<file path="config.mk">
export PLATFORM = sky130hd
export DESIGN_NAME = cbfp_block_norm_flat
export DESIGN_NICKNAME = d
export VERILOG_FILES = /design/src/rtl/cbfp_block_norm_if.sv /design/src/rtl/cbfp_block_norm.sv /design/src/flat_wrapper.sv
export SDC_FILE = /design/constraint.sdc
export NUM_CORES = 2
export LEC_CHECK = 0
export BUFFER_PORTS_ARGS = -buffer_cell sky130_fd_sc_hd__buf_2
export CORE_MARGIN = 2
export CORE_UTILIZATION = 40
export CTS_CLUSTER_DIAMETER = 150
export DETAILED_ROUTE_END_ITERATION = 12
export GPL_ROUTABILITY_DRIVEN = 0
export PLACE_DENSITY = 0.54
export SYNTH_ARGS = -nofsm -noshare
export SYNTH_HDL_FRONTEND = slang
export SYNTH_SLANG_ARGS = --single-unit
</file>
<file path="constraint.sdc">
create_clock -name clk -period 18.3 [get_ports clk]
set_input_delay 2.745 -clock clk [delete_from_list [all_inputs] [get_ports clk]]
set_output_delay 2.745 -clock clk [all_outputs]
set_load 0.01 [all_outputs]
</file>
<file path="src/rtl/cbfp_block_norm_if.sv">
// Stream bundle for cbfp_block_norm: complex samples in, normalised samples plus block exponent out.
// Both directions use valid/ready; the slave modport is the normaliser's view.
interface cbfp_block_norm_if #(
  parameter int IN_WIDTH    = 25,
  parameter int OUT_WIDTH   = 12,
  parameter int SHIFT_WIDTH = 5
);
  logic                          in_valid;
  logic                          in_ready;
  logic signed [IN_WIDTH-1:0]    in_re;
  logic signed [IN_WIDTH-1:0]    in_im;
  logic                          out_valid;
  logic                          out_ready;
  logic signed [OUT_WIDTH-1:0]   out_re;
  logic signed [OUT_WIDTH-1:0]   out_im;
  logic                          out_last;
  logic [SHIFT_WIDTH-1:0]        out_shift;

  modport master (
    output in_valid, in_re, in_im, out_ready,
    input  in_ready, out_valid, out_re, out_im, out_last, out_shift
  );

  modport slave (
    input  in_valid, in_re, in_im, out_ready,
    output in_ready, out_valid, out_re, out_im, out_last, out_shift
  );
endinterface

</file>
<file path="src/rtl/cbfp_block_norm.sv">
// Ping-pong block-floating-point normaliser: first output 2 edges after a block's last accept, then 1/cycle;
// in_ready drops only while both banks hold unread data. CBFP_ROUND_EN selects round-half-up with saturation.
module cbfp_block_norm #(
  parameter int IN_WIDTH    = 25,
  parameter int OUT_WIDTH   = 12,
  parameter int BLOCK_LEN   = 16,
  parameter int MAX_SHIFT   = 13,
  parameter int SHIFT_WIDTH = 5
) (
  input logic              clk,
  input logic              rstn,
  cbfp_block_norm_if.slave bus
);
  localparam int AW = $clog2(BLOCK_LEN);
  localparam int CW = $clog2(IN_WIDTH);
  localparam logic [CW-1:0] MIN_INIT  = CW'(IN_WIDTH - 1);
  localparam logic [CW-1:0] SHIFT_CAP = CW'(MAX_SHIFT);
  localparam logic [AW-1:0] LAST_IDX  = AW'(BLOCK_LEN - 1);
`ifdef CBFP_ROUND_EN
  localparam int DW = IN_WIDTH - OUT_WIDTH;
  localparam logic [IN_WIDTH:0] HALF = (IN_WIDTH+1)'(1) << (DW - 1);
`endif

  typedef enum logic [1:0] {EMPTY, FILLING, FULL, DRAINING} bank_st_t;

  bank_st_t                   st_q [2];
  bank_st_t                   st_d [2];
  logic                       wptr_q, wptr_d, rptr_q, rptr_d;
  logic [AW-1:0]              wcnt_q, wcnt_d, rcnt_q, rcnt_d;
  logic [CW-1:0]              min_q, rsb_re, rsb_im, blk_min;
  logic [SHIFT_WIDTH-1:0]     shift_q [2];
  logic signed [IN_WIDTH-1:0] mem_re [2*BLOCK_LEN];
  logic signed [IN_WIDTH-1:0] mem_im [2*BLOCK_LEN];

  logic                       a_vld, a_last;
  logic signed [IN_WIDTH-1:0] a_re, a_im;
  logic [SHIFT_WIDTH-1:0]     a_shift;
  logic                       in_fire, in_last, fetch, fetch_last, a_adv, b_adv;

  function automatic logic [CW-1:0] rsb(input logic signed [IN_WIDTH-1:0] x);
    logic          done;
    logic [CW-1:0] n;
    n    = '0;
    done = 1'b0;
    for (int i = IN_WIDTH - 2; i >= 0; i--) begin
      if (!done && x[i] == x[IN_WIDTH-1]) n = n + CW'(1);
      else done = 1'b1;
    end
    return n;
  endfunction

  function automatic logic signed [OUT_WIDTH-1:0] norm(input logic signed [IN_WIDTH-1:0] x,
                                                       input logic [SHIFT_WIDTH-1:0] s);
    logic signed [IN_WIDTH-1:0] sh;
`ifdef CBFP_ROUND_EN
    logic [IN_WIDTH:0]  rnd;
    logic [OUT_WIDTH:0] top;
`endif
    sh = x <<< s;
`ifdef CBFP_ROUND_EN
    // Only a positive carry can overflow, detected where the two top bits disagree.
    rnd = {sh[IN_WIDTH-1], sh} + HALF;
    top = rnd[IN_WIDTH -: OUT_WIDTH+1];
    if (top[OUT_WIDTH] != top[OUT_WIDTH-1]) return {1'b0, {(OUT_WIDTH-1){1'b1}}};
    return top[OUT_WIDTH-1:0];
`else
    return sh[IN_WIDTH-1 -: OUT_WIDTH];
`endif
  endfunction

  assign bus.in_ready = rstn && (st_q[wptr_q] == EMPTY || st_q[wptr_q] == FILLING);
  assign in_fire      = bus.in_valid && bus.in_ready;
  assign in_last      = (wcnt_q == LAST_IDX);
  assign b_adv        = !bus.out_valid || bus.out_ready;
  assign a_adv        = !a_vld || b_adv;
  assign fetch        = a_adv && (st_q[rptr_q] == FULL || st_q[rptr_q] == DRAINING);
  assign fetch_last   = (rcnt_q == LAST_IDX);

  // A bank is released once its last sample has moved into the output pipeline.
  always_comb begin
    st_d   = st_q;
    wptr_d = wptr_q;
    rptr_d = rptr_q;
    wcnt_d = wcnt_q;
    rcnt_d = rcnt_q;
    if (in_fire) begin
      if (in_last) begin
        st_d[wptr_q] = FULL;
        wptr_d       = ~wptr_q;
        wcnt_d       = '0;
      end else begin
        st_d[wptr_q] = FILLING;
        wcnt_d       = wcnt_q + AW'(1);
      end
    end
    if (fetch) begin
      if (fetch_last) begin
        st_d[rptr_q] = EMPTY;
        rptr_d       = ~rptr_q;
        rcnt_d       = '0;
      end else begin
        st_d[rptr_q] = DRAINING;
        rcnt_d       = rcnt_q + AW'(1);
      end
    end
  end

  always_comb begin
    rsb_re  = rsb(bus.in_re);
    rsb_im  = rsb(bus.in_im);
    blk_min = min_q;
    if (rsb_re < blk_min) blk_min = rsb_re;
    if (rsb_im < blk_min) blk_min = rsb_im;
  end

  always_ff @(posedge clk) begin
    if (!rstn) begin
      st_q[0]    <= EMPTY;
      st_q[1]    <= EMPTY;
      wptr_q     <= 1'b0;
      rptr_q     <= 1'b0;
      wcnt_q     <= '0;
      rcnt_q     <= '0;
      min_q      <= MIN_INIT;
      shift_q[0] <= '0;
      shift_q[1] <= '0;
    end else begin
      st_q   <= st_d;
      wptr_q <= wptr_d;
      rptr_q <= rptr_d;
      wcnt_q <= wcnt_d;
      rcnt_q <= rcnt_d;
      if (in_fire) begin
        min_q <= in_last ? MIN_INIT : blk_min;
        if (in_last)
          shift_q[wptr_q] <= (blk_min > SHIFT_CAP) ? SHIFT_WIDTH'(MAX_SHIFT) : SHIFT_WIDTH'(blk_min);
      end
    end
  end

  always_ff @(posedge clk) begin
    if (in_fire) begin
      mem_re[{wptr_q, wcnt_q}] <= bus.in_re;
      mem_im[{wptr_q, wcnt_q}] <= bus.in_im;
    end
  end

  // Two-deep read pipeline: bank read, then normalise into the output register.
  always_ff @(posedge clk) begin
    if (!rstn) begin
      a_vld   <= 1'b0;
      a_last  <= 1'b0;
      a_re    <= '0;
      a_im    <= '0;
      a_shift <= '0;
    end else if (a_adv) begin
      a_vld <= fetch;
      if (fetch) begin
        a_re    <= mem_re[{rptr_q, rcnt_q}];
        a_im    <= mem_im[{rptr_q, rcnt_q}];
        a_last  <= fetch_last;
        a_shift <= shift_q[rptr_q];
      end
    end
  end

  always_ff @(posedge clk) begin
    if (!rstn) begin
      bus.out_valid <= 1'b0;
      bus.out_last  <= 1'b0;
      bus.out_re    <= '0;
      bus.out_im    <= '0;
      bus.out_shift <= '0;
    end else if (b_adv) begin
      bus.out_valid <= a_vld;
      if (a_vld) begin
        bus.out_re    <= norm(a_re, a_shift);
        bus.out_im    <= norm(a_im, a_shift);
        bus.out_last  <= a_last;
        bus.out_shift <= a_shift;
      end
    end
  end
endmodule
</file>
<file path="src/flat_wrapper.sv">
// flat-port wrapper written by rule: the top's interface ports become plain ports
module cbfp_block_norm_flat 
#(
  parameter int IN_WIDTH    = 25,
  parameter int OUT_WIDTH   = 12,
  parameter int BLOCK_LEN   = 16,
  parameter int MAX_SHIFT   = 13,
  parameter int SHIFT_WIDTH = 5
)
  (clk, rstn, bus_in_valid, bus_in_re, bus_in_im, bus_out_ready, bus_in_ready, bus_out_valid, bus_out_re, bus_out_im, bus_out_last, bus_out_shift);
  cbfp_block_norm_if #(.IN_WIDTH(IN_WIDTH), .OUT_WIDTH(OUT_WIDTH), .SHIFT_WIDTH(SHIFT_WIDTH)) bus_i ();
  input logic clk;
  input logic rstn;
  input wire logic [$bits(bus_i.in_valid)-1:0] bus_in_valid;
  input wire logic [$bits(bus_i.in_re)-1:0] bus_in_re;
  input wire logic [$bits(bus_i.in_im)-1:0] bus_in_im;
  input wire logic [$bits(bus_i.out_ready)-1:0] bus_out_ready;
  output wire logic [$bits(bus_i.in_ready)-1:0] bus_in_ready;
  output wire logic [$bits(bus_i.out_valid)-1:0] bus_out_valid;
  output wire logic [$bits(bus_i.out_re)-1:0] bus_out_re;
  output wire logic [$bits(bus_i.out_im)-1:0] bus_out_im;
  output wire logic [$bits(bus_i.out_last)-1:0] bus_out_last;
  output wire logic [$bits(bus_i.out_shift)-1:0] bus_out_shift;
  assign bus_i.in_valid = bus_in_valid;
  assign bus_i.in_re = bus_in_re;
  assign bus_i.in_im = bus_in_im;
  assign bus_i.out_ready = bus_out_ready;
  assign bus_in_ready = bus_i.in_ready;
  assign bus_out_valid = bus_i.out_valid;
  assign bus_out_re = bus_i.out_re;
  assign bus_out_im = bus_i.out_im;
  assign bus_out_last = bus_i.out_last;
  assign bus_out_shift = bus_i.out_shift;
  cbfp_block_norm #(.IN_WIDTH(IN_WIDTH), .OUT_WIDTH(OUT_WIDTH), .BLOCK_LEN(BLOCK_LEN), .MAX_SHIFT(MAX_SHIFT), .SHIFT_WIDTH(SHIFT_WIDTH)) u_core (.clk(clk), .rstn(rstn), .bus(bus_i));
endmodule
</file>
==> results.md <==
* Worst Setup Start Kind: input pin
* Fin crit share at 95.22%
* FFs w/ async S/R, synth at 0%
* R2R Path End: u_core.a_re[8]
* Worst Slack Setup Final at 0.8749 ns
* Die Span X at 431.8 µm
* Final WL at 207600 µm
* Peak VDD IR at 0.07438 mV
* Most common cell after layout, fill and taps aside: edfxtp_1
* Most frequent cells in the layout: edfxtp_1 (1610), mux4_2 (519), nand2_1 (285)
* Ys flop type: edfxtp_1
* First-pass GRT wire length at 296400 µm
* Root buffer cell: clkbuf_16
* MaxCap Viol Count at 0
* Flops & latches, synth at 1715
* Status: finished, final reports clean
* CTS sink cnt at 1715
* Placement Setup Slack at -0.2613 ns
* Post-Synthesis Cells at 4062
* DRT iter0 DRCs at 4345
* Area Growth Syn to Fin at 12.93%
* Critical Path Most Common Cell: ha_1
* Slew HR at 20.32%
* Crit. End Element: register
* Critical path data arrival time at 17.97 ns
* Post-CTS Hold Fix Bufs at 0
* WP buf/inv at 3
* Setup TNS at 0 ns
* Share of the synthesized area in the top cell type at 66.04%
* Fin. max-slew vios at 0
* CP max-delay cell: or3_4
* Critical path's top delay family: adder cells
* Via density per instance at 5.898
* Worst path max stage delay at 0.45 ns
* Yosys warning count at 0
* CTS tree: built
* Min cycle time layout at 17.43 ns
* # nets final at 4310
* Setup CP Type: in -> reg
* Area contributors post-synth: edfxtp_1 (66%), mux4_2 (16%), dfxtp_1 (2.9%)
* Worst hold slack at 0.4553 ns
* R2R Setup Slk at 12.96 ns
* Max Clock Skew at 0.04743 ns
* Crit-path max FO at 10
* Hold Path Stages at 2
* Post-synth EDFFs at 1610
* Port buffer count at 85
* Mapped cell area at 73210 µm²
* Die Ht at 431.8 µm
* Total grt overflow at 0
* Number of global-route vias before repair at 39540
* Placed Area at 76840 µm²
* Power Density at 98.52 nW/µm²
* Worst-path clk slew at 0.06 ns
* Depth of the CTS H-tree at 4
* Share of cells above drive strength 1 at 24.90%
* Longest Clk Path Bufs at 3
* Critical Path RT at 18.84 ns
* Post-synthesis sequential area ratio at 68.91%
* Hold Fails Final Rpt at 0
* Fmax achieved at 0.05739 GHz
* Antenna Nets Post-Route at 0
* Design Area, Final at 82680 µm²
* FF-to-FF Start: u_core.rcnt_q[0]
* HPWL Detailed at 115600 µm
* Row count at 157
* I/O Pins at 86
* Post-route DRC at 0
* Die ar. at 186500 µm²
* Final cell utilization of the core at 45.30%
* Worst Setup SP: bus_in_im[24]
* Synth area leader: edfxtp_1
* Hold path start: u_core.a_im[24]
* Vias at 39770
* Post-Syn Area per Cell at 18.02 µm²
* Core box area at 182500 µm²
* Yosys cell types at 93
* Initial Utilization at 40.12%
* Leak Pwr at 0.02536 µW
* Average wire per standard cell at 30.79 µm
* Clk_lat worst skew at 0.81 ns
* Worst-Margin Slew at 1.195 ns
* Finish-stage setup viols at 0
* DRT Pass-1 Iters at 8
* Pin count of the biggest net entering global routing at 117
* Num CTS Buffers at 181
* Total track usage at 22.29%
* Filler instances at 15490
* HP Class: reg -> reg
* Worst min-delay path endpoint: u_core.a_im[24]
* Initial antenna violation count at 10
* R2r worst-path depth at 7
synthesized netlist by cell type, types with 21 or more instances:
master,instances
edfxtp_1,1610
mux4_2,519
nand2_1,285
nor2_1,191
clkbuf_1,158
a21oi_1,152
dfxtp_1,105
mux2i_1,78
o21ai_0,75
xnor2_1,62
buf_1,60
nand3_1,59
a22oi_1,56
ha_1,54
inv_1,43
nor3_1,34
nand2b_1,31
a211oi_1,29
xor2_1,28
o211ai_1,22
or2_2,22
a311oi_1,21
and3_1,21
mux2_2,21
flip-flops by register name, summed over array words and instances, names as in the netlist:
signal,cells
u_core.shift_q,10
u_core.a_shift,5
u_core.a_last,1
u_core.wptr_q,1
u_core.bus.out_valid,1
u_core.st_q,2
u_core.a_re,25
u_core.a_im,25
u_core.bus.out_re,12
u_core.bus.out_shift,5
u_core.rcnt_q,4
u_core.min_q,5
u_core.wcnt_q,4
u_core.bus.out_last,1
u_core.mem_im,800
u_core.mem_re,800
u_core.bus.out_im,12
u_core.rptr_q,1
u_core.a_vld,1
layout make-up:
type                       count  area (µm²)  area share [%]
sequential                  1715       50470           61.04
multi-input combinational   2069       21960           26.56
clock buffer                 223        4843           5.858
tap                         2385        2984           3.609
timing repair buffer         188        1264           1.528
clock inverter               111       957.2           1.158
inverter                      47       183.9          0.2225
antenna                        5       12.51         0.01513
report_power, final:
group,switching [µW],total (µW),internal [µW]
logic,172,247,75.7
registers,3.07,4300,4300
clock network,1520,3600,2070
total,1700,8150,6450
through the flow:
step | total power [µW] | std cells
final | 8145 | 6743
after global routing | 8386 | 6740
after CTS | 8208 | 6737
after detailed placement | 4627 | 6403
after global placement | 4623 | 6403
after floorplan | 4519 | 4063
how the worst max path moves through the flow:
stage / endpoint / slack [ns] / cells after the start
finish: u_core.shift_q[0][0] / 0.87 / 79
detailed placement: u_core.shift_q[0][0] / -0.26 / 79
global route: u_core.shift_q[1][0] / -0.03 / 79
floorplan: u_core.shift_q[0][0] / 1.04 / 82
global placement: u_core.shift_q[0][0] / 0.06 / 79
CTS: u_core.shift_q[0][0] / 0.51 / 79
layer usage:
metal	part of all wire, %	track usage [%]	routed length [µm]	vias to the layer above
met2	48	36.04	99850	1303
met1	44	32.18	92030	21310
met5	0.0063	0	13	-
li1	-	-	-	16900
met4	2.2	5.485	4503	2
met3	5.4	2.813	11200	252
cells by family (layout without fill, tap and decap cells):
logic type / Yosys count / count (layout) / share of synthesized area, %
flops: 1715 / 1715 / 68.91
fa+ha+maj: 60 / 60 / 1.005
buf+inv: 279 / 569 / 1.477
mux: 620 / 620 / 17.39
other cells: 1 / 7 / 0.005122
compound gates: 520 / 520 / 4.748
xor+xnor: 106 / 106 / 1.567
simple gates: 761 / 761 / 4.902
worst reg2reg max path: cells and delay by family, from the launching register on:
family | cells | cell delay [ns]
multiplexers | 2 | 1.21
flip-flops | 1 | 0.75
buffers and inverters | 3 | 2.35
AO/OA/AOI/OAI | 2 | 0.89
what timing repair did:
action                                  4_1_cts  5_1_grt
resized for setup                             0        5
endpoints found under the hold margin         0        0
setup buffers                                 0        1
endpoints found under the setup margin        0       13
Note: power is estimated with default switching activity, not from simulation.
